File: config.mk
export PLATFORM = sky130hd
export DESIGN_NAME = i2s_frame_ctrl
export DESIGN_NICKNAME = d
export VERILOG_FILES = /design/src/rtl/i2s_frame_ctrl.sv
export SDC_FILE = /design/constraint.sdc
export NUM_CORES = 1
export LEC_CHECK = 0
export BUFFER_PORTS_ARGS = -buffer_cell sky130_fd_sc_hd__buf_2
export CAP_MARGIN = 20
export CORE_ASPECT_RATIO = 1.4
export CORE_MARGIN = 5
export CORE_UTILIZATION = 53
export CTS_BUF_LIST = sky130_fd_sc_hd__clkbuf_8
export CTS_CLUSTER_SIZE = 28
export DETAILED_ROUTE_END_ITERATION = 10
export PLACE_DENSITY = 0.84
export SYNTH_ARGS = -nofsm -noshare
export SYNTH_HDL_FRONTEND = slang
export SYNTH_SLANG_ARGS = --single-unit
export TNS_END_PERCENT = 5
File: constraint.sdc
create_clock -name i_clk -period 3.3 [get_ports i_clk]
set_input_delay 0.66 -clock i_clk [delete_from_list [all_inputs] [get_ports i_clk]]
set_output_delay 0.66 -clock i_clk [all_outputs]
set_load 0.03 [all_outputs]
File: src/rtl/i2s_frame_ctrl.sv
// rtl/i2s_frame_ctrl.sv - I2S master frame controller: BCLK/LRCLK generation, ADC capture, DAC serialisation.
// Optional macro I2S_LOOPBACK_EN: DAC holding registers reload from the last captured ADC samples.
module i2s_frame_ctrl #(
  parameter int BCLK_HALF = 8
) (
  input  logic        i_clk,
  input  logic        i_rst,
  input  logic        i_enable,
  input  logic        i_adcdat,
  input  logic [15:0] i_dac_left,
  input  logic [15:0] i_dac_right,
  output logic        o_bclk,
  output logic        o_lrclk,
  output logic        o_dacdat,
  output logic [15:0] o_adc_left,
  output logic [15:0] o_adc_right,
  output logic        o_adc_valid,
  output logic        o_dac_load
);

  localparam int DW = $clog2(BCLK_HALF);
  localparam logic [DW-1:0] TC = DW'(BCLK_HALF - 1);

  typedef enum logic [1:0] {S_IDLE = 2'd0, S_RUN = 2'd1, S_DRAIN = 2'd2} state_t;

  state_t      r_state;
  state_t      w_next_state;
  logic [DW-1:0] r_div_cnt;
  logic [5:0]  r_bit_cnt;
  logic        r_bclk;
  logic        r_dacdat;
  logic [15:0] r_adc_shift;
  logic [15:0] r_left_word;
  logic [15:0] r_adc_left;
  logic [15:0] r_adc_right;
  logic        r_adc_valid;
  logic [15:0] r_hold_left;
  logic [15:0] r_hold_right;
  logic        r_dac_load;

  logic        w_active;
  logic        w_start;
  logic        w_tc;
  logic        w_rise;
  logic        w_fall;
  logic        w_wrap;
  logic        w_load;
  logic [5:0]  w_next_bit;
  logic [4:0]  w_next_slot;
  logic [3:0]  w_dac_idx;
  logic [15:0] w_dac_word;
  logic        w_dac_bit;
  logic        w_adc_slot;
  logic [15:0] w_adc_word;
  logic [15:0] w_load_left;
  logic [15:0] w_load_right;

  always_ff @(posedge i_clk or posedge i_rst) begin
    if (i_rst) r_state <= S_IDLE;
    else       r_state <= w_next_state;
  end

  // ENABLE is only honoured at the frame boundary once a frame is running
  always_comb begin
    w_next_state = r_state;
    case (r_state)
      S_IDLE:  if (i_enable) w_next_state = S_RUN;
      S_RUN: begin
        if (w_wrap)         w_next_state = i_enable ? S_RUN : S_IDLE;
        else if (!i_enable) w_next_state = S_DRAIN;
      end
      S_DRAIN: if (w_wrap) w_next_state = i_enable ? S_RUN : S_IDLE;
      default: w_next_state = S_IDLE;
    endcase
  end

  always_comb begin
    w_active = 1'b0;
    w_start  = 1'b0;
    case (r_state)
      S_IDLE:         w_start  = i_enable;
      S_RUN, S_DRAIN: w_active = 1'b1;
      default: begin
        w_active = 1'b0;
        w_start  = 1'b0;
      end
    endcase
  end

  assign w_tc   = (r_div_cnt == TC);
  assign w_rise = w_active & w_tc & ~r_bclk;
  assign w_fall = w_active & w_tc & r_bclk;
  assign w_wrap = w_fall & (r_bit_cnt == 6'd63);
  assign w_load = w_start | (w_wrap & i_enable);

  // slot s (1..16) carries bit 16-s, i.e. index -s modulo 16
  assign w_next_bit  = r_bit_cnt + 6'd1;
  assign w_next_slot = w_next_bit[4:0];
  assign w_dac_idx   = 4'd0 - w_next_slot[3:0];
  assign w_dac_word  = w_next_bit[5] ? r_hold_right : r_hold_left;
  assign w_dac_bit   = (w_next_slot != 5'd0) && (w_next_slot <= 5'd16) && w_dac_word[w_dac_idx];

  assign w_adc_slot = (r_bit_cnt[4:0] != 5'd0) && (r_bit_cnt[4:0] <= 5'd16);
  assign w_adc_word = {r_adc_shift[14:0], i_adcdat};

`ifdef I2S_LOOPBACK_EN
  assign w_load_left  = r_adc_left;
  assign w_load_right = r_adc_right;
`else
  assign w_load_left  = i_dac_left;
  assign w_load_right = i_dac_right;
`endif

  always_ff @(posedge i_clk or posedge i_rst) begin
    if (i_rst) begin
      r_div_cnt <= '0;
      r_bit_cnt <= 6'd0;
      r_bclk    <= 1'b0;
      r_dacdat  <= 1'b0;
    end else if (!w_active) begin
      r_div_cnt <= '0;
      r_bit_cnt <= 6'd0;
      r_bclk    <= 1'b0;
      r_dacdat  <= 1'b0;
    end else begin
      if (w_tc) begin
        r_div_cnt <= '0;
        r_bclk    <= ~r_bclk;
      end else begin
        r_div_cnt <= r_div_cnt + 1'b1;
      end
      if (w_fall) begin
        r_bit_cnt <= w_next_bit;
        r_dacdat  <= w_dac_bit;
      end
    end
  end

  // left word parks in r_left_word so both outputs change in the same cycle
  always_ff @(posedge i_clk or posedge i_rst) begin
    if (i_rst) begin
      r_adc_shift <= 16'd0;
      r_left_word <= 16'd0;
      r_adc_left  <= 16'd0;
      r_adc_right <= 16'd0;
      r_adc_valid <= 1'b0;
    end else begin
      r_adc_valid <= 1'b0;
      if (w_rise && w_adc_slot) begin
        r_adc_shift <= w_adc_word;
        if (r_bit_cnt == 6'd16) r_left_word <= w_adc_word;
        if (r_bit_cnt == 6'd48) begin
          r_adc_left  <= r_left_word;
          r_adc_right <= w_adc_word;
          r_adc_valid <= 1'b1;
        end
      end
    end
  end

  always_ff @(posedge i_clk or posedge i_rst) begin
    if (i_rst) begin
      r_hold_left  <= 16'd0;
      r_hold_right <= 16'd0;
      r_dac_load   <= 1'b0;
    end else begin
      r_dac_load <= w_load;
      if (w_load) begin
        r_hold_left  <= w_load_left;
        r_hold_right <= w_load_right;
      end
    end
  end

  assign o_bclk      = r_bclk;
  assign o_lrclk     = r_bit_cnt[5];
  assign o_dacdat    = r_dacdat;
  assign o_adc_left  = r_adc_left;
  assign o_adc_right = r_adc_right;
  assign o_adc_valid = r_adc_valid;
  assign o_dac_load  = r_dac_load;

endmodule

## Yosys cells after proc, flatten, opt, wreduce, memory -nomap -nowiden

Cells that the tools add are included.

- Add/subtract/negate cells: 3
- Multiply operators: 0
- Div/mod/pow operators: 0
- $lt $le $gt $ge: 3
- Equal/unequal tests: 11
- Shift-type cells: 0
- Muxes and demuxes: 21
- Bitwise operators: 7
- Reduce and logical (&&, ||, !) cells: 11

Operators with widths:

| operator | count |
|---|---|
| $mux 16 | 1 |
| $eq 6x6->1 const B | 2 |
| $mux 6 | 2 |
| $le 5x5->1 const B | 2 |
| $mux 1 | 10 |
| $reduce_bool 5->1 | 2 |
| $mux 2 | 4 |
| $add 6x1->6 const B | 1 |
| $eq 6x5->1 const B | 1 |
| $mux 3 | 2 |
| $pmux 2 s3 | 1 |
| $and 1x1->1 | 5 |
| $lt 4x5->1 const B | 1 |
| $bmux 1 s4 | 1 |
| $logic_and 1x1->1 | 4 |
| $ne 2x1->1 const B | 2 |
| $ne 2x2->1 const B | 2 |
| $reduce_and 2->1 | 2 |
| $sub 1x4->4 const A | 1 |
| $add 3x1->3 const B | 1 |
| $eq 3x3->1 const B | 1 |
| $ne 3x3->1 const B | 1 |
| $reduce_and 3->1 | 1 |
| $eq 2x1->1 const B | 1 |
| 5 further kinds | 5 |

- Register bits: 110
- Bits in latches: 0
- RAM bits: 0
- Memory bits (read-only): 0
- Input bits: 36
- Word-level logic and storage cells: 69
- Memories kept: 0

## Logic depth before layout (Yosys ltp)

- Depth after elaboration: 8
- Depth in mapped cells: 11
- Mapped depth without buffers: 8

## Worst setup path after synthesis

No wires, ideal clock.

- Path type: register to register
- Start point: reg r_bit_cnt[0]
- End point: reg r_left_word[0]
- Arrival time: 2.048 ns
- Required time: 3.175 ns
- Path slack: 1.127 ns
- Cell stages (with the launch flop): 10
- Period minus slack after synthesis: 2.173 ns
- Cell sequence: dfrtp_1 buf_4 inv_1 ha_1 nor3b_1 and4_1 and2_1 buf_2 buf_4 mux2_2

- Cells in the longest elaborated chain, start to end: 4
- Elaborated cells between the ends (all ways): 6
- Those cells by class: order compare: 1; eq/ne: 1; reduce/logical: 4

Ends and longest elaborated chain:

| item | RTL line | RTL |
|---|---|---|
| from (decl) | 29 | `logic [5:0] r_bit_cnt;` |
| from (signal assigned) | 133 | `r_bit_cnt <= w_next_bit;` |
| $le 5x5->1 or $reduce_bool 5->1 (tied branches) | 103 | `assign w_adc_slot = (r_bit_cnt[4:0] != 5'd0) && (r_bit_cnt[4:0] <= 5'd16);` |
| $logic_and 1x1->1 | 103 |  |
| $logic_and 1x1->1 | 149 | `if (w_rise && w_adc_slot) begin` |
| $reduce_and 2->1 (no source line) * | -- |  |
| to (signal assigned) | 151 | `if (r_bit_cnt == 6'd16) r_left_word <= w_adc_word;` |
| to (decl) | 33 | `logic [15:0] r_left_word;` |

Mark *: on every way between the ends. The rest lies on a longest branch, timed or not.
A chain may end at the register's enable or synchronous reset.

## Worst setup path in the final report

- Start point: reg r_bit_cnt[0]
- End point: reg r_dacdat, in the netlist o_dacdat

- Cells in the longest elaborated chain, start to end: 7
- Elaborated cells between the ends (all ways): 11
- Those cells by class: add/sub: 2; order compare: 1; mux: 5; reduce/logical: 3

Ends and longest elaborated chain:

| item | RTL line | RTL |
|---|---|---|
| $add 6x1->6 * | 97 | `assign w_next_bit = r_bit_cnt + 6'd1;` |
| $sub 1x4->4 or $mux 16 (tied branches) | 99, 100 |  |
| $bmux 1 s4 | 101 | `assign w_dac_bit = (w_next_slot != 5'd0) && (w_next_slot <= 5'd16) && w_dac_word[w_dac_idx];` |
| $mux 1 (not written as such) | 101 |  |
| $logic_and 1x1->1 * | 101 |  |
| $mux 1 * | 132 | `if (w_fall) begin` |
| $mux 1 * | 120 | `end else if (!w_active) begin` |
| to (signal assigned) | 134 | `r_dacdat <= w_dac_bit;` |
| to (decl) | 31 | `logic r_dacdat;` |

Mark *: on every way between the ends. The rest lies on a longest branch, timed or not. The select of a mux whose other input is x is not followed.

==> impl_results.md <==
* Wire length on met1 at ~3.9 mm
* CTS H-Tree Depth at 3
* Largest net degree at the start of global routing at 63
* Via Count at 3309
* GRT overflow at 0
* Die Span X at around 90 um
* Reg-to-reg endpoint: o_dacdat
* Final Skew at 0.00773 ns
* # diodes at 0
* Max_slew headroom at 45.0%
* Cell accounting for the most synthesized area: dfrtp_1
* Most used flip-flop cell after synthesis: dfrtp_1
* Worst Tran Pin Value at roughly 0.82 ns
* Fmax at approximately 0.36 GHz
* Area grow syn2layout at 13.3%
* Top post-synthesis cells by area: dfrtp_1 (57%), mux2_2 (15%), nand2_1 (8.8%), ha_1 (2.1%), mux2i_1 (1.4%)
* Top cell by count, worst path: o22ai_1
* Vias in the first global route at 3432
* Row count at 41
* Worst vdd ir at 0.000474 V
* Iteration-0 DRC Markers at 145
* Share of synthesized registers carrying an async set or reset at 100%
* Core area at around 0.0090 mm2
* WS Path Type: reg2reg
* Post-synth design cell area at 0.00487 mm2
* Metal2 WL at 5.11 mm
* Skew-Pair Late Insertion Delay at 0.38 ns
* Synth top area share at 56.5%
* WL met3 at 460 um
* Cell Pwr Density at ~570 mW/mm2
* Register area at 0.00275 mm2
* Final WL at 9.72 mm
* Post-route ant nets at 0
* Status: completed
* Cell variety after synth at 45
* CP arrival at 3.05 ns
* Hold Path Class: in2async
* HPWL Detailed at 6.80 mm
* Post-route setup TNS at 0 ns
* Number of flops mapped to enable cells by yosys at 0
* Maxcap violations at 0
* Seq/Total Area, Yosys at 56.5%
* Max clock buf depth at 2
* Fraction of layout cells with a size suffix above 1 at 33.2%
* CP Capture Type: flip-flop
* FF-to-FF path depth at 8
* Starting density of the core at 54.2%
* Clock sinks at 110
* Leak at 2.79 nW
* CTS resizes at 0
* I/O Pins at 73
* Crit share post-route at a little over four fifths
* Worst path required time at 3.58 ns
* Final Hold Viols at 0
* Unrepaired setup endpoints after global routing: false
* Total CTS buffers at 9
* Synth Net Count at between 400 and 500
* Nets@finish at 533
* Syn Area/Cell at 11.5 um2
* Routed len/inst at about 16 um
* Max Fanout on Critical Path at 17
* Drt drc at 0
* Worst Setup Start Kind: flip-flop
* Die Area at approximately 0.011 mm2
* CTS tree: built
* Minimum clock period at about 2.8 ns
* CTS clk-pin slew, worst paths at 0.11 ns
* # fillers at 702
* Yosys Warn Count at 0
* Final Power at between 3 and 4 mW
* Top Metal Used: met4
* # setup viols final at 0
* Final Wtd Congestion at 0.953
* First-pass DRT Iterations at 4
* Post CTS Setup Buffer Count at 0
* CTS Hold Bufs at 0
* Die height at 123 um
* Register bit total from synthesis at 110
* Root Buffer: clkbuf_8
* Worst path max stage delay at 0.64 ns
* Multi-input gate area at about 0.0019 mm2
* Crit-path slowest cell: ha_1
* First-pass GRT wire length at 16.9 mm
* Worst r2r src: r_bit_cnt[0]
* Critical Path, Cell by Cell: inv_1 -> ha_1 -> nand2b_1 -> o22ai_1 -> a22oi_1 -> o22ai_1 -> a211o_1 -> a32oi_1
* Routed vias/inst at 5.51
* Reg2Reg Setup Slack at 0.53 ns
* Port bufs at 72
* Synth Instances at roughly 420
* Total GRT Usage at 18.7%
* Slew Viols, Final at 0
* Initial antenna violation count at 0
[cells in the mapped netlist (4+ instances only)]
cell      number
nand2_1      114
dfrtp_1      110
mux2_2        64
inv_1         12
buf_2         10
and2_1         8
ha_1           8
mux2i_1        7
xnor2_1        7
o22ai_1        6
clkbuf_1       5
o21ai_0        5
a21oi_1        4
nor2_1         4
nor3b_1        4
[report_power, final]
| part | leakage (nW) | total [mW] | internal, mW | switching (mW) |
|---|---|---|---|---|
| clock network | 0.105 | 0.816 | 0.306 | 0.510 |
| logic | 1.24 | 0.594 | 0.330 | 0.264 |
| registers | 1.45 | 1.74 | 1.57 | 0.162 |
[state kept, by name, summed over array words and instances (netlist names), 3 cells and up]
name and cells:
r_adc_shift 15, r_hold_left 16, r_bit_cnt 6, r_hold_right 16, o_adc_right 16, r_div_cnt 3
r_left_word 16, o_adc_left 16
[per-stage QoR]
stage | setup slack [ns] | utilization, % | area, um2 | std cells | hold slack (ns)
6_report | 0.532 | 61.4 | 5520 | 601 | 0.274
2_1_floorplan | 1.13 | - | 4870 | 422 | 0.414
5_1_grt | 0.268 | 61.4 | 5520 | 601 | 0.284
3_5_place_dp | 0.679 | 58.9 | 5290 | 584 | 0.438
3_3_place_gp | 0.820 | 58.9 | 5290 | 584 | 0.424
4_1_cts | 0.581 | 61.2 | 5500 | 600 | 0.454
[worst max-delay path: cells and delay by family, from the launching register on]
family | cells | cell delay [ns]
compound gates | 5 | 0.95
fa+ha+maj | 1 | 0.64
buf+inv | 1 | 0.20
flops | 1 | 0.60
simple gates | 1 | 0.27
[cells in the final DEF, fill, tap and decap left out, types with 3 or more instances in the layout]
master,count
clkinv_8,3
nor2_1,4
nand2_1,114
o21ai_0,5
o22ai_1,6
o31ai_1,3
buf_4,4
ha_1,8
mux2i_1,7
and3_1,3
mux2_2,64
buf_2,72
nand3_1,3
clkbuf_8,9
and2_1,8
dfrtp_1,110
nor2b_1,3
or3_1,3
nand2b_1,3
nor3_1,3
a21oi_1,4
nor3b_1,4
inv_1,11
xnor2_1,7
[metal layers]
metal,vias up,global-route usage [%]
li1,1561,-
met1,1630,23.2
met2,93,31.7
met3,25,3.90
met4,0,8.17
met5,-,0
[kinds of logic (layout without fill, tap and decap cells)]
group	after synthesis	count (layout)	synth area share, %
AOI/OAI and AO/OA	34	34	5.06
muxes	73	73	17.2
adders and majority gates	8	8	2.06
DFF	110	110	56.5
xor gates and xnor gates	7	7	1.26
buffers and inverters	34	106	3.60
and+or+nand+nor	156	156	14.3
[worst max-delay path by stage]
stage                      start        endpoint  slack, ns
global placement    r_bit_cnt[0]        o_dacdat       0.82
CTS                 r_bit_cnt[0]        o_dacdat       0.58
detailed placement  r_bit_cnt[0]        o_dacdat       0.68
floorplan           r_bit_cnt[0]  r_left_word[0]       1.13
global route        r_bit_cnt[0]        o_dacdat       0.27
finish              r_bit_cnt[0]        o_dacdat       0.53
[layout make-up]
class                      instances  share of cell area, %
multi-input combinational        278                   35.2
clock buffer                       9                   2.25
tap                              107                   2.43
clock inverter                     7                   1.56
sequential                       110                   49.9
timing repair buffer              78                   7.80
inverter                          12                  0.885
(Power assumes the default switching activity.)
